File: src/rtl/mem_access_arbiter.sv
// mem_access_arbiter: shares one memory port among NUM_REQ clients.
// Requester 0 has fixed top priority and can preempt any other owner;
// requesters 1..NUM_REQ-1 are served round-robin. Each grant lasts at most
// MAX_HOLD ACCESS cycles. Every grant is framed by a one-cycle SETUP
// (address setup) and a one-cycle RELEASE (bus turnaround).
module mem_access_arbiter #(
   parameter int NUM_REQ  = 3,
   parameter int MAX_HOLD = 2,
   parameter int IDW      = (NUM_REQ > 1) ? $clog2(NUM_REQ) : 1
) (
   input  logic               clk,
   input  logic               reset,
   input  logic [NUM_REQ-1:0] req,
   input  logic [NUM_REQ-1:0] done,
   output logic [NUM_REQ-1:0] grant,
   output logic [IDW-1:0]     owner,
   output logic [1:0]         state,
   output logic [NUM_REQ-1:0] pending,
   output logic               timeout_o,
   output logic               preempt_o
);

   localparam logic [1:0] ST_IDLE    = 2'b00;
   localparam logic [1:0] ST_SETUP   = 2'b01;
   localparam logic [1:0] ST_ACCESS  = 2'b10;
   localparam logic [1:0] ST_RELEASE = 2'b11;

   // hold_cnt only has to reach MAX_HOLD-1.
   localparam int HW = (MAX_HOLD > 1) ? $clog2(MAX_HOLD) : 1;

   logic [1:0]         state_q, state_d;
   logic [IDW-1:0]     owner_q, owner_d;
   logic [IDW-1:0]     rr_q, rr_d;
   logic [HW-1:0]      hold_q, hold_d;
   logic [NUM_REQ-1:0] pending_q, pending_d;
   logic               timeout_q, timeout_d;
   logic               preempt_q, preempt_d;

   logic [NUM_REQ-1:0] hi_mask;
   logic [NUM_REQ-1:0] hi_req;
   logic [NUM_REQ-1:0] lo_req;
   logic [IDW-1:0]     winner;
   logic [IDW-1:0]     rr_adv;
   logic [NUM_REQ-1:0] clr;
   logic [NUM_REQ-1:0] requeue;

   // Lowest set bit of a request vector (0 when empty).
   function automatic logic [IDW-1:0] lowest(input logic [NUM_REQ-1:0] v);
      lowest = '0;
      for (int i = NUM_REQ - 1; i >= 0; i--) begin
         if (v[i]) lowest = IDW'(i);
      end
   endfunction

   // Round-robin window: class-1 indices at or above rr_ptr are searched first.
   genvar gi;
   generate
      for (gi = 0; gi < NUM_REQ; gi++) begin : g_mask
         assign hi_mask[gi] = (gi != 0) && (IDW'(gi) >= rr_q);
      end
   endgenerate

   assign hi_req = pending_q & hi_mask;
   assign lo_req = {pending_q[NUM_REQ-1:1], 1'b0};

   // Winner: requester 0 first, else first class-1 bit from rr_ptr, wrapping to 1.
   always_comb begin
      if (pending_q[0])  winner = '0;
      else if (|hi_req)  winner = lowest(hi_req);
      else               winner = lowest(lo_req);
   end

   // Pointer after serving owner: owner+1, with NUM_REQ wrapping back to 1.
   assign rr_adv = (owner_q == IDW'(NUM_REQ - 1)) ? IDW'(1) : owner_q + IDW'(1);

   // Next-state logic of the grant FSM, pending latch and event pulses.
   always_comb begin
      state_d   = state_q;
      owner_d   = owner_q;
      rr_d      = rr_q;
      hold_d    = hold_q;
      clr       = '0;
      requeue   = '0;
      timeout_d = 1'b0;
      preempt_d = 1'b0;
      case (state_q)
         ST_IDLE: begin
            if (|pending_q) begin
               owner_d     = winner;
               clr[winner] = 1'b1;
               state_d     = ST_SETUP;
            end
         end
         ST_SETUP: begin
            state_d = ST_ACCESS;
            hold_d  = '0;
         end
         ST_ACCESS: begin
            if (done[owner_q]) begin
               state_d = ST_RELEASE;
               if (owner_q != '0) rr_d = rr_adv;
            end else if ((owner_q != '0) && pending_q[0]) begin
               // rr_ptr is left alone so the preempted client is next in its class.
               state_d          = ST_RELEASE;
               requeue[owner_q] = 1'b1;
               preempt_d        = 1'b1;
            end else if (hold_q == HW'(MAX_HOLD - 1)) begin
               state_d          = ST_RELEASE;
               requeue[owner_q] = 1'b1;
               timeout_d        = 1'b1;
               if (owner_q != '0) rr_d = rr_adv;
            end else begin
               hold_d = hold_q + HW'(1);
            end
         end
         default: begin
            state_d = ST_IDLE;
         end
      endcase
      pending_d = (pending_q & ~clr) | req | requeue;
   end

   // State registers; reset drops any in-flight owner without re-queueing it.
   always_ff @(posedge clk) begin
      if (reset) begin
         state_q   <= ST_IDLE;
         owner_q   <= '0;
         rr_q      <= IDW'(1);
         hold_q    <= '0;
         pending_q <= '0;
         timeout_q <= 1'b0;
         preempt_q <= 1'b0;
      end else begin
         state_q   <= state_d;
         owner_q   <= owner_d;
         rr_q      <= rr_d;
         hold_q    <= hold_d;
         pending_q <= pending_d;
         timeout_q <= timeout_d;
         preempt_q <= preempt_d;
      end
   end

   // One-hot grant, only while in ACCESS.
   always_comb begin
      grant = '0;
      if (state_q == ST_ACCESS) grant[owner_q] = 1'b1;
   end

   assign owner     = owner_q;
   assign state     = state_q;
   assign pending   = pending_q;
   assign timeout_o = timeout_q;
   assign preempt_o = preempt_q;

endmodule
File: config.mk
export PLATFORM = sky130hd
export DESIGN_NAME = mem_access_arbiter
export DESIGN_NICKNAME = d
export VERILOG_FILES = /design/src/rtl/mem_access_arbiter.sv
export SDC_FILE = /design/constraint.sdc
export NUM_CORES = 1
export LEC_CHECK = 0
export BUFFER_PORTS_ARGS = -buffer_cell sky130_fd_sc_hd__buf_2
export CAP_MARGIN = 20
export CORE_MARGIN = 2
export CORE_UTILIZATION = 40
export CTS_CLUSTER_SIZE = 10
export DETAILED_ROUTE_END_ITERATION = 7
export HOLD_SLACK_MARGIN = 0.05
export MAX_ROUTING_LAYER = met4
export SYNTH_ARGS = -nofsm -noshare
export SYNTH_HDL_FRONTEND = slang
export SYNTH_SLANG_ARGS = --single-unit
File: constraint.sdc
create_clock -name clk -period 1.8 [get_ports clk]
set_input_delay 0.36 -clock clk [delete_from_list [all_inputs] [get_ports clk]]
set_output_delay 0.36 -clock clk [all_outputs]
set_load 0.01 [all_outputs]
==> impl_metrics.csv <==
group,metric,value,unit
status,outcome,"finished, final reports clean",
sta,setup-tns-final,0,ns
cts,cts_hold_buf,0,
die,io_pins,20,
global_route,antenna_found_initial,0,
die,die_w,45.9,um
layout,n_antenna_cell,0,
route,drcViolationCount,0,
worst_setup_path,r2r-start,"owner[0]",
min_path,hold_class,"in -> reg",
layout,multi_input_area,422,um2
sta,slew_headroom,0.667,
cts,cts_tree,"done",
worst_setup_path,arrival,1.33,ns
sta,fmax,0.593,GHz
sta,final_max_slew_viol_count,0,
synth,seq_area_frac_synth,0.342,
layout,layout_commonest_cell,"buf_2",
synth,synth.avg_cell_area,8.56,um2
sta,tightest_slew,0.499,ns
sta,setup_viol,0,
cts,cts_buffers,3,
route,viasPerCell,5.39,
placed_design,dp_hpwl,1170,um
synth,synth_area,702,um2
synth,synthCells,82,
worst_setup_path,start_kind,"register",
global_route,grt_pass1_vias,539,
sta,fin_skew,0.00919,ns
layout,area_growth_syn_to_layout,22.5,%
sta,holdWs,0.301,ns
worst_setup_path,r2r_cells,4,
sta,rsz0062_at_grt,"no",
synth,ys_seq_elements,12,
synth,yosysWarnings,0,
global_route,grt_pass1_wl,2420,um
layout,fillers,175,
die,rows,15,
die,core_area,1690,um2
synth,ys_types,34,
power,peakVddDrop,0.000691,V
power,p_per_area,1190,nW/um2
min_path,whs_endpoint,"pending[1]",
sta,period_share,0.936,
cts,path_clk_slew,0.09,ns
min_path,hold_depth,3,
die,die-area,2110,um2
cts,clkSinkCount,12,
worst_setup_path,path_max_fanout,8,
job,maxCapViolations,0,
sta,hold_violations,0,
global_route,grt_max_degree,16,
cts,insertion_delay,0.28,ns
route,firstDrtPassIters,4,
die,initial_utilization,0.416,
min_path,hold_start,"req[1]",
cts,cts-root-buf,"clkbuf_4",
layout,fin_util,0.509,
layout,layout-drive-gt1-share,0.286,
worst_setup_path,reg2reg_to,"pending[0]",
worst_setup_path,crit_required,1.44,ns
placed_design,port_buffers,19,
cts,cts_max_level,1,
synth,syn_nets,93,
route,ant_nets,0,
placed_design,routabilityCongestion,0.788,
cts,post_cts_buffers,0,
global_route,grt_overflow,0,
route,vias,658,
worst_setup_path,cp-end-kind,"output pin",
cts,clock_path_buffers,2,
global_route,track_usage,0.169,
sta,period_needed,1.69,ns
route,routedWlPerCell,12.7,um
route,drt_iter0_drc,9,
layout,most-common-layout-cells,"19 x buf_2, 12 x dfxtp_1, 8 x nand2_1",
cts,ctsResizeCount,0,
layout,fin_nets,117,
route,routed_wl,1550,um
power,p_leak,0.394,nW
die,dieHeight,45.9,um
worst_setup_path,r2r_slack,0.12,ns
layout,regArea,240,um2
worst_setup_path,crit_type,"reg -> out",
power,fin_total_pwr,1.02,mW
-- registers in the layout, summed over array words and instances, names as in the netlist --
signal / flops
pending: 3
owner: 2
rr_q: 2
state: 2
hold_q: 1
preempt_o: 1
timeout_o: 1
-- cells by family (layout without fill, tap and decap cells) --
group           Yosys count  after routing  share of synthesized area
compound gates           24             24                      0.223
fa+ha+maj                 3              3                     0.0535
mux                       3              3                     0.0428
flops                    12             12                      0.342
buf+inv                   9             32                     0.0606
simple gates             31             31                      0.278
-- cells in the mapped netlist --
cell type,instances,area (um2)
nand3_1,1,5.00
and3b_1,2,17.5
o21ai_1,1,5.00
or4b_1,1,10.0
a311oi_1,2,17.5
o311ai_0,1,8.76
mux2i_1,3,30.0
a32oi_1,1,8.76
dfxtp_1,12,240
nand3b_4,1,20.0
o31ai_1,1,7.51
nor2_1,3,11.3
a21oi_1,7,35.0
or2_2,1,6.26
nand4b_1,1,8.76
nor3_1,2,10.0
nand3b_1,1,7.51
o21a_1,1,7.51
o22ai_1,1,6.26
inv_1,6,22.5
nor3b_1,3,22.5
nor2b_1,3,18.8
nand2_1,8,30.0
o211ai_2,1,12.5
o211ai_1,1,7.51
ha_1,3,37.5
clkbuf_1,1,3.75
o21ai_0,5,25.0
buf_6,1,11.3
nand2b_1,3,18.8
o21bai_1,1,7.51
nor4b_1,1,8.76
buf_2,1,5.00
a211oi_1,1,7.51
-- layer usage --
layer	global-route usage	part of all wire
met1	0.247	0.53
met2	0.214	0.40
met3	0.0357	0.044
met4	0.0857	0.017
met5	-	0
-- cell type report --
class                      instances  area share
multi-input combinational         61       0.491
tap                               17      0.0247
sequential                        12       0.279
timing repair buffer              22       0.137
clock buffer                       4      0.0422
inverter                           6      0.0262
-- where the power goes --
| part | internal (mW) | total (mW) | switching [mW] |
|---|---|---|---|
| Clock | 0.123 | 0.222 | 0.0986 |
| Sequential | 0.307 | 0.369 | 0.0626 |
| Combinational | 0.209 | 0.430 | 0.221 |
| Total | 0.639 | 1.02 | 0.382 |
-- through the flow --
stage	setup slack, ns	instances	instance area (um2)
after floorplan	0.285	82	702
after global placement	0.235	118	821
after detailed placement	0.148	118	821
after CTS	0.0400	122	857
after global routing	0.00933	122	860
final	0.115	122	860
-- how the worst max path moves through the flow --
stage / from / to / slack [ns] / cells after the start
after CTS: state[0] / grant[0] / 0.04 / 4
after global placement: owner[0] / pending[0] / 0.24 / 4
after floorplan: state[0] / state[1] / 0.29 / 6
after detailed placement: owner[0] / pending[0] / 0.15 / 4
after global routing: owner[0] / pending[0] / 0.009 / 4
final: state[0] / grant[0] / 0.11 / 4
-- critical path, cell delays in order (launching register included) --
cell and delay [ns]:
dfxtp_1 0.33, inv_1 0.10, ha_2 0.27, nor3b_1 0.19, buf_2 0.16
No activity file was read; power rests on OpenSTA's default activity.
